[src/rtl/patbuf_pkg.sv]
// patbuf_pkg: shared FSM encoding and size helpers for the pattern buffer.
package patbuf_pkg;
  typedef enum logic {ST_IDLE = 1'b0, ST_SHIFT = 1'b1} state_t;
  function automatic int total_bits(input int w, input int d);
    return w * d;
  endfunction
  function automatic int cnt_width(input int w, input int d);
    return $clog2(w * d + 1);
  endfunction
endpackage

[src/rtl/patbuf_shift_chain.sv]
// patbuf_shift_chain: shadow bank as one flat serial shift register, word 0 nearest sin.
module patbuf_shift_chain
  import patbuf_pkg::*;
#(
  parameter int WIDTH = 8,
  parameter int DEPTH = 27
) (
  input  logic                     sclk,
  input  logic                     rst,
  input  logic                     shift_en,
  input  logic                     sin,
  output logic                     sout,
  output logic [WIDTH*DEPTH-1:0]   shadow_flat
);
  localparam int TOTAL = total_bits(WIDTH, DEPTH);
  // Word i occupies bits [i*WIDTH +: WIDTH], so the word-to-word carry is a plain left shift.
  always_ff @(posedge sclk) begin
    if (rst) shadow_flat <= '0;
    else if (shift_en) shadow_flat <= {shadow_flat[TOTAL-2:0], sin};
  end
  assign sout = shadow_flat[TOTAL-1];
endmodule

[src/rtl/patbuf_shadow.sv]
// patbuf_shadow: serially loaded shadow bank committed atomically to a readable active bank.
// Optional PATBUF_LOCK_EN adds a lock input that vetoes commits.
module patbuf_shadow
  import patbuf_pkg::*;
#(
  parameter int WIDTH = 8,
  parameter int DEPTH = 27,
  localparam int AW = $clog2(DEPTH)
) (
  input  logic             sclk,
  input  logic             rst,
`ifdef PATBUF_LOCK_EN
  input  logic             lock,
`endif
  input  logic             ssel,
  input  logic             sin,
  output logic             sout,
  input  logic [AW-1:0]    rd_addr,
  output logic [WIDTH-1:0] rd_data,
  output logic             commit_ok,
  output logic             load_err,
  input  logic             err_clr
);
  localparam int TOTAL = total_bits(WIDTH, DEPTH);
  localparam int CW = cnt_width(WIDTH, DEPTH);
  localparam logic [CW-1:0] FULL = CW'(TOTAL);
  localparam logic [CW-1:0] SAT = CW'(TOTAL + 1);
  logic [TOTAL-1:0] shadow_flat;
  logic [WIDTH-1:0] active [DEPTH];
  logic [CW-1:0] bit_cnt;
  state_t state, state_n;
  logic locked, end_load, do_commit;
`ifdef PATBUF_LOCK_EN
  assign locked = lock;
`else
  assign locked = 1'b0;
`endif
  patbuf_shift_chain #(.WIDTH(WIDTH), .DEPTH(DEPTH)) u_chain (
    .sclk(sclk),
    .rst(rst),
    .shift_en(ssel),
    .sin(sin),
    .sout(sout),
    .shadow_flat(shadow_flat)
  );
  always_comb begin
    state_n = ssel ? ST_SHIFT : ST_IDLE;
    end_load = (state == ST_SHIFT) && !ssel;
    do_commit = end_load && (bit_cnt == FULL) && !locked;
  end
  always_ff @(posedge sclk) begin
    if (rst) state <= ST_IDLE;
    else state <= state_n;
  end
  always_ff @(posedge sclk) begin
    if (rst) begin
      bit_cnt <= '0;
      commit_ok <= 1'b0;
      load_err <= 1'b0;
      rd_data <= '0;
      for (int i = 0; i < DEPTH; i++) active[i] <= '0;
    end else begin
      bit_cnt <= end_load ? '0 : (ssel && bit_cnt != SAT) ? bit_cnt + 1'b1 : bit_cnt;
      commit_ok <= do_commit;
      load_err <= (end_load && !do_commit) || (load_err && !err_clr);
      rd_data <= ({1'b0, rd_addr} < (AW + 1)'(DEPTH)) ? active[rd_addr] : '0;
      if (do_commit)
        for (int i = 0; i < DEPTH; i++) active[i] <= shadow_flat[i*WIDTH +: WIDTH];
    end
  end
endmodule

[config.mk]
export PLATFORM = sky130hd
export DESIGN_NAME = patbuf_shadow
export DESIGN_NICKNAME = d
export VERILOG_FILES = /design/src/rtl/patbuf_pkg.sv /design/src/rtl/patbuf_shift_chain.sv /design/src/rtl/patbuf_shadow.sv
export SDC_FILE = /design/constraint.sdc
export NUM_CORES = 1
export LEC_CHECK = 0
export BUFFER_PORTS_ARGS = -buffer_cell sky130_fd_sc_hd__buf_2
export CAP_MARGIN = 0
export CORE_ASPECT_RATIO = 0.5
export CORE_MARGIN = 3
export CORE_UTILIZATION = 40
export CTS_CLUSTER_DIAMETER = 100
export DETAILED_ROUTE_END_ITERATION = 16
export GPL_TIMING_DRIVEN = 0
export MAX_ROUTING_LAYER = met4
export PLACE_DENSITY = 0.61
export SLEW_MARGIN = 20
export SYNTH_ARGS = -nofsm -noshare
export SYNTH_HDL_FRONTEND = slang
export SYNTH_SLANG_ARGS = --single-unit
export TNS_END_PERCENT = 10
[constraint.sdc]
create_clock -name sclk -period 8.9 [get_ports sclk]
set_input_delay 0.89 -clock sclk [delete_from_list [all_inputs] [get_ports sclk]]
set_output_delay 0.89 -clock sclk [all_outputs]
set_load 0.02 [all_outputs]
==> qor.yml <==
grt:
  grt_max_degree: 52
  grt_use_total_pct: 17.0
  grt-ovfl-total: 0
  grt_pass1_vias: 10500
  grt_pass1_wl_um: 60800
  antenna_found_initial: 2
floorplan:
  fp.dieW_um: 307
  die-area_sq_um: 47900
  ios: 21
  core_area_sq_um: 44100
  die-height_um: 156
  start_util_pct: 41.0
  num_rows: 54
logic_synthesis:
  synth_top_area_cell: "edfxtp_1"
  synth-seq-area-share_pct: 61.9
  synth_most_common_cell: "mux2i_1"
  synthTopCellsByCount: "257 x mux2i_1, 235 x dfxtp_1, 223 x nor2_1"
  synth.top_cell.area_share_pct: 35.9
  synth_fp_nets: 1406
  async_flop_share_pct: 0
  synth_flop_cell: "dfxtp_1"
  syn_area_sq_um: 18100
  yosys_register_bits: 451
  ys_types: 42
  synth_edf_count: 216
  syn_avg_cell_area_sq_um: 13.0
  ys_top_cells_by_area: "edfxtp_1 36%, dfxtp_1 26%, mux2i_1 14%"
  syn_inst: 1393
  synth_warnings: 0
sta:
  period_minus_slack_ns: 3.29
  fin_tns_setup_ns: 0
  drv_slew: 0
  slew_headroom_pct: 35.0
  worst_pin_slew_ns: 0.972
  rsz0062_at_grt: "no"
  fin_skew_ns: 0.0135
  fmax_mhz: 304
  finalSetupViolCount: 0
  fin_crit_sh_pct: 37.0
  finalHoldViolCount: 0
  setup_ws_ns: 5.61
job:
  maxCapViolations: 0
worst_setup_path:
  crit_type: "input pin to flip-flop"
  cp-end-kind: "flip-flop"
  arrival_ns: 3.52
  startpoint_type: "input pin"
  critPathMaxFanout: 48
  required_ns: 9.13
drt:
  routed_wl_um: 39300
  postRouteAntennaNets: 0
  route.detailed.drc: 0
  drt_iter0_drc: 724
  wl_per_cell_um: 18.9
  via_per_inst: 5.04
  via_count: 10500
  first_pass_iters: 5
pwr:
  ir_drop_mv: 0.116
  p_leak_nw: 7.91
  comb_power_share_pct: 5.5
  power_switching_w: 0.000920
  power_frac_seq_pct: 53.0
  power.internal_w: 0.00331
  netSwitchingFraction_pct: 21.8
  pwr-share-clk_pct: 41.5
  pwr_density_cell_nw_per_um2: 208
clock_network:
  ctsResizeCount: 0
  h-tree-depth: 2
  clk_path_buf_depth: 3
  clk_pin_slew_ns: 0.06
  cts_hold_buf: 0
  clk_latency_ns: 0.55
  cts_sinks: 451
  cts-root-buf: "clkbuf_16"
  post_cts_buffers: 0
  cts_tree: "done"
  cts_inserted_buffers: 41
finish:
  syn2layout_area_growth_pct: 12.4
  n_fill_cell: 3925
  drive_gt1_share_pct: 13.1
  multi_input_area_sq_um: 6350
  seq_area_sq_um: 11200
  fin_nets: 1468
outcome:
  status: "complete, no violations"
placement:
  hpwl_um: 27900
  numPortBuffers: 15
  gp_congestion: 0.838
  place_ws_ns: 5.03
hold_path:
  min_path_type: "flip-flop to flip-flop"
[area by class of cell]
cell class	instances	area share (%)
repair buffers	19	0.838
inverters	5	0.0924
well taps	588	3.62
clock buffers	54	5.49
clock inverters	20	0.998
flip-flops and latches	451	55.1
plain buffers	93	2.61
multi-input cells	844	31.3
diodes	1	0.0123
[per-layer routing]
layer	wire, um	part of all wire [%]	track usage, %
met5	0	0	-
met4	831	2.1	4.54
met3	1970	5.0	2.91
met2	18100	46	27.0
met1	18400	47	22.8
[registers in the layout (all words and copies together) (netlist names)]
register / count
active: 216
u_chain.shadow_flat: 216
bit_cnt: 8
rd_data: 8
commit_ok: 1
load_err: 1
state: 1
[per-stage QoR]
stage          power, W  cells  util [%]  hold WS, ns  cell area, sq um
2_1_floorplan   0.00245   1393         -        0.454             18100
3_3_place_gp    0.00253   1996      42.8        0.469             18900
3_5_place_dp    0.00252   2000      43.1        0.494             19000
4_1_cts         0.00427   2074      46.0        0.505             20300
5_1_grt         0.00437   2074      46.0        0.545             20300
6_report        0.00423   2075      46.0        0.505             20300
[critical path, cell delays in order]
cell      delay (ns)
buf_4           0.25
buf_2           0.26
clkbuf_1        0.45
nand2b_4        0.72
buf_16          0.33
buf_12          0.25
buf_12          0.26
[worst paths after layout]
path	from	to	slack, ns	cells after the start
setup / recovery	rst	active[11][0]$_SDFFCE_PN0P_	5.61	7
hold / removal	bit_cnt[7]$_SDFFE_PP0P_	bit_cnt[7]$_SDFFE_PP0P_	0.51	2
setup reg to reg	bit_cnt[5]$_SDFFE_PP0P_	active[11][0]$_SDFFCE_PN0P_	6.18	6
hold reg to reg	bit_cnt[7]$_SDFFE_PP0P_	bit_cnt[7]$_SDFFE_PP0P_	0.51	2
[cell families (layout without fill, tap and decap cells)]
kind of cell	after synthesis	in the layout	synth area share (%)
AOI/OAI and AO/OA	58	58	2.11
xor gates and xnor gates	4	4	0.194
muxes	297	297	18.7
adders and majority gates	3	3	0.208
other	0	1	0
and+or+nand+nor	482	482	13.9
DFF	451	451	61.9
buffers and inverters	98	191	3.04
[power by group through the flow]
stage	Combinational (W)	Clock [W]	Sequential (W)
after detailed placement	0.000233	0	0.00229
after floorplan	0.000151	0	0.00230
final	0.000232	0.00176	0.00224
after global routing	0.000246	0.00188	0.00224
after CTS	0.000234	0.00180	0.00224
after global placement	0.000225	0	0.00230
[layout by cell type (no fill, tap or decap), drive strengths merged, types with 4 or more instances in the layout]
cell type,instances
o211ai,8
mux2i,257
nor2,224
dfxtp,235
o22ai,8
buf,82
nand2,4
clkinv,13
edfxtp,216
nor3,17
nor2b,75
a21oi,5
inv,7
o21ai,12
mux4,32
and2,145
bufinv,4
a21o,8
clkbuf,84
mux2,8
a22oi,16
Note: power is estimated with default switching activity, not from simulation.
